`src/rtl/datapath_sequencer.sv`:
```
// Issue stage in front of the regfile + ALU32 datapath: accepts 10-bit micro-instructions,
// sequences each one through EXEC/WB, captures the datapath flags and counts retirements.
module datapath_sequencer #(
  parameter int CNT_W    = 16,
  parameter int OVF_TRAP = 1
) (
  input  logic             clk,
  input  logic             rst,
  input  logic             instr_valid,
  output logic             instr_ready,
  input  logic [9:0]       instr,
  input  logic             Zero,
  input  logic             Overflow,
  output logic [2:0]       ALUControl,
  output logic [1:0]       addr1,
  output logic [1:0]       addr2,
  output logic [1:0]       addr3,
  output logic             wr,
  output logic             flag_z,
  output logic             flag_v,
  output logic [CNT_W-1:0] retired,
  output logic             halted,
  input  logic             clear_halt
);

  typedef enum logic [1:0] {
    IDLE = 2'd0,
    EXEC = 2'd1,
    WB   = 2'd2,
    HALT = 2'd3
  } state_t;

  localparam logic [CNT_W-1:0] CNT_ONE = {{(CNT_W-1){1'b0}}, 1'b1};

  state_t state_reg;
  logic   nowr_reg;

  always_ff @(posedge clk or negedge rst) begin
    if (!rst) begin
      state_reg   <= IDLE;
      nowr_reg    <= 1'b0;
      instr_ready <= 1'b0;
      ALUControl  <= 3'd0;
      addr1       <= 2'd0;
      addr2       <= 2'd0;
      addr3       <= 2'd0;
      wr          <= 1'b0;
      flag_z      <= 1'b0;
      flag_v      <= 1'b0;
      retired     <= '0;
      halted      <= 1'b0;
    end else begin
      case (state_reg)
        IDLE: begin
          // The first edge out of reset only raises ready; accepts need ready already high.
          if (!instr_ready) begin
            instr_ready <= 1'b1;
          end else if (instr_valid) begin
            nowr_reg    <= instr[9];
            ALUControl  <= instr[8:6];
            addr1       <= instr[5:4];
            addr2       <= instr[3:2];
            addr3       <= instr[1:0];
            instr_ready <= 1'b0;
            state_reg   <= EXEC;
          end
        end
        EXEC: begin
          // wr is registered, so it is raised here to be high for the whole WB cycle.
          wr        <= ~nowr_reg;
          state_reg <= WB;
        end
        WB: begin
          wr      <= 1'b0;
          flag_z  <= Zero;
          flag_v  <= Overflow;
          retired <= retired + CNT_ONE;
          if ((OVF_TRAP != 0) && Overflow) begin
            halted    <= 1'b1;
            state_reg <= HALT;
          end else begin
            instr_ready <= 1'b1;
            state_reg   <= IDLE;
          end
        end
        HALT: begin
          if (clear_halt) begin
            halted      <= 1'b0;
            instr_ready <= 1'b1;
            state_reg   <= IDLE;
          end
        end
        default: state_reg <= IDLE;
      endcase
    end
  end

endmodule

```
`config.mk`:
```
export PLATFORM = sky130hd
export DESIGN_NAME = datapath_sequencer
export DESIGN_NICKNAME = d
export VERILOG_FILES = /design/src/rtl/datapath_sequencer.sv
export SDC_FILE = /design/constraint.sdc
export NUM_CORES = 1
export LEC_CHECK = 0
export ABC_CLOCK_PERIOD_IN_PS = 1800
export BUFFER_PORTS_ARGS = -buffer_cell sky130_fd_sc_hd__buf_2
export CORE_MARGIN = 4
export CORE_UTILIZATION = 52
export CTS_BUF_LIST = sky130_fd_sc_hd__clkbuf_8
export DETAILED_ROUTE_END_ITERATION = 6
export HOLD_SLACK_MARGIN = 0.03
export PLACE_DENSITY = 0.81
export SYNTH_ARGS = -nofsm -noshare
export SYNTH_HDL_FRONTEND = slang
export SYNTH_SLANG_ARGS = --single-unit
```
`constraint.sdc`:
```
create_clock -name clk -period 1.8 [get_ports clk]
set_input_delay 0.18 -clock clk [delete_from_list [all_inputs] [get_ports clk]]
set_output_delay 0.18 -clock clk [all_outputs]
set_load 0.01 [all_outputs]
```
==> flow_metrics.env <==
export IMPL_remaining_drc_errors=0
export IMPL_p_leak_nw=0.961
export IMPL_pin_count=46
export IMPL_internal_power_w=0.00207
export IMPL_grt_max_degree=34
export IMPL_synth_seq_area_share=0.551
export IMPL_worstPathRequired_ns=1.97
export IMPL_status="complete, no violations"
export IMPL_critPathCaptureType="register"
export IMPL_min_to="addr2[1]"
export IMPL_finalCoreUtilization=0.693
export IMPL_worstHoldStart="instr[3]"
export IMPL_synth_edff_count=0
export IMPL_postRouteAntennaNets=0
export IMPL_portBuffers=45
export IMPL_reg_top3="retired: 16 flops, ALUControl: 3 flops"
export IMPL_postCtsSetupBuffers=0
export IMPL_via_per_inst=5.29
export IMPL_initial_core_util=0.544
export IMPL_largest_reg_flops=16
export IMPL_yosysWarningCount=0
export IMPL_hp_class="input port to register"
export IMPL_post_synth_top_area_cell="dfrtp_1"
export IMPL_setup_tns_ns=0
export IMPL_yosys_top_cells_area="dfrtp_1 55%, mux2_2 9.8%, xor2_1 5.8%"
export IMPL_netlist_area_leader_share=0.551
export IMPL_r2r_cells=4
export IMPL_core_area_um2=2760
export IMPL_critPathLaunchType="register"
export IMPL_min_path_cells=2
export IMPL_cts_clk_slew_worst_paths_ns=0.07
export IMPL_dpl_hpwl_um=2200
export IMPL_cp_startpoint="state_reg[0]"
export IMPL_worstSetupPathType="register to register"
export IMPL_drt_iter0_markers=30
export IMPL_layoutNonFillerInstCount=201
export IMPL_cp_max_fo=7
export IMPL_worst_slew_pin_slew_ns=0.704
export IMPL_syn_inst=116
export IMPL_cts_buffer_depth=2
export IMPL_cts_tree="done"
export IMPL_p_clk_frac=0.266
export IMPL_antenna_cells=0
export IMPL_hold_viol_final=0
export IMPL_num_vias=1064
export IMPL_die_w_um=61.7
export IMPL_totalWireLength_um=2880
export IMPL_p_sw_frac=0.329
export IMPL_regMostFlops="retired"
export IMPL_worst_ep_arrival_time_ns=1.80
export IMPL_setup_viol=0
export IMPL_power_density_nw_per_um2=1610
export IMPL_worstSkewPairLatency_ns=0.28
export IMPL_htreeDepth=2
export IMPL_grtUsageTotal=0.173
export IMPL_rsz0062_at_grt="no"
export IMPL_synthFlopType="dfrtp_1"
export IMPL_slew_violations=0
export IMPL_placed_cells=192
export IMPL_syn_area_um2=1500
export IMPL_max_freq_mhz=614
export IMPL_detail_route_wl_per_cell_um=14.3
export IMPL_synth_nets=138
export IMPL_die_y_um=61.7
export IMPL_maxCapViolations=0
export IMPL_final_common_cell="buf_2"
export IMPL_cts_sinks=33
export IMPL_finalCritPeriodShare=0.904
export IMPL_clock_skew_ns=0.00510
export IMPL_clock_tree_root_cell="clkbuf_8"
export IMPL_grt_ovfl_total=0
export IMPL_grt_pass1_wl_um=4650
export IMPL_gp_congestion=0.809
export IMPL_numCtsBuffers=5
export IMPL_ys_ff_latch=33
export IMPL_reg2reg_slack_ns=0.17
export IMPL_p_sw_w=0.00101
export IMPL_yosysUniqueCellTypes=24
export IMPL_relSlewSlack=0.530
export IMPL_reg2reg_to="instr_ready"
export IMPL_seqPwrFrac=0.399
export IMPL_final_cell_mix="45 x buf_2, 33 x dfrtp_1, 13 x mux2_2"
export IMPL_async_reset_ff_frac=1.00
export IMPL_drt_pass1_iter_count=4
export IMPL_ir_drop_v=0.00139
export IMPL_pwr_share_comb=0.335
export IMPL_rows=19
export IMPL_die_area_um2=3810
export IMPL_antenna_found_initial=0
export IMPL_layout_drive_gt1_share=0.447
export IMPL_syn_to_final_growth_pct=27.5
export IMPL_num_nets_final=191
export IMPL_grt_pass1_vias=1060
export IMPL_r2r_start="state_reg[0]"
export IMPL_synth_area_per_cell_um2=12.9
export IMPL_layout_min_cycle_time_ns=1.63
## timing repair
item,4_1_cts,5_1_grt
resized for setup,0,1
setup endpoints to repair,0,1
hold buffers,1,0
endpoints found under the hold margin,33,0
## worst max-delay path, cell delays in order (launching register included)
cell and delay, ns:
dfrtp_1 0.42, inv_1 0.11, ha_2 0.26, or4b_1 0.51, a32o_1 0.21
## logic make-up (layout without fill, tap and decap cells)
family / after synthesis / after routing / share of synthesized area
simple gates: 31 / 31 / 0.148
fa+ha+maj: 6 / 6 / 0.0501
flops: 33 / 33 / 0.551
compound gates: 11 / 11 / 0.0476
buf+inv: 7 / 61 / 0.0184
xor+xnor: 15 / 15 / 0.0876
mux: 13 / 13 / 0.0977
## worst max path at each step
stage | end | slack (ns) | depth (start not counted)
4_1_cts | instr_ready | 0.10 | 4
6_report | instr_ready | 0.17 | 4
2_1_floorplan | instr_ready | 0.24 | 4
3_5_place_dp | instr_ready | 0.12 | 4
3_3_place_gp | instr_ready | 0.18 | 4
5_1_grt | ALUControl[1] | 0.04 | 4
## metal layers
layer  share of wire  track usage  up-vias
li1                -            -      515
met1            0.37        0.193      511
met2            0.53        0.293       31
met3           0.076       0.0537        7
met4           0.018       0.0970        0
met5               0            0        -
## per-stage QoR
stage          hold WS, ns  cell area [um2]  worst slack, ns  power, W
3_5_place_dp         0.274             1770            0.121   0.00228
2_1_floorplan       -0.116             1500            0.242   0.00187
4_1_cts              0.118             1910            0.105   0.00311
3_3_place_gp         0.271             1770            0.183   0.00221
6_report             0.125             1910            0.172   0.00308
5_1_grt              0.118             1910           0.0409   0.00329
## power by group through the flow
stage,registers (W),clock network [W],logic (W)
after floorplan,0.00132,0,0.000554
after global placement,0.00122,0,0.000987
after detailed placement,0.00124,0,0.00104
after CTS,0.00123,0.000834,0.00104
after global routing,0.00127,0.000876,0.00115
final,0.00123,0.000819,0.00103
## Yosys cell counts, types with 2 or more instances
master    n
a21oi_1   4
a31oi_1   2
dfrtp_1  33
ha_1      6
inv_1     6
mux2_2   13
nand2_1   5
nand3_1   4
nand4_1   3
nand4_4   2
nor2_1    5
nor3_1    4
nor4_2    4
o21ai_0   2
xnor2_1   5
xor2_1   10
## layout make-up
cell class | instances | area [um2]
fillers | 211 | 846
multi-input cells | 76 | 648
well taps | 31 | 38.8
repair buffers | 47 | 243
flip-flops and latches | 33 | 826
clock buffers | 5 | 68.8
clock inverters | 3 | 65.1
inverters | 6 | 22.5
(Power assumes the default switching activity.)
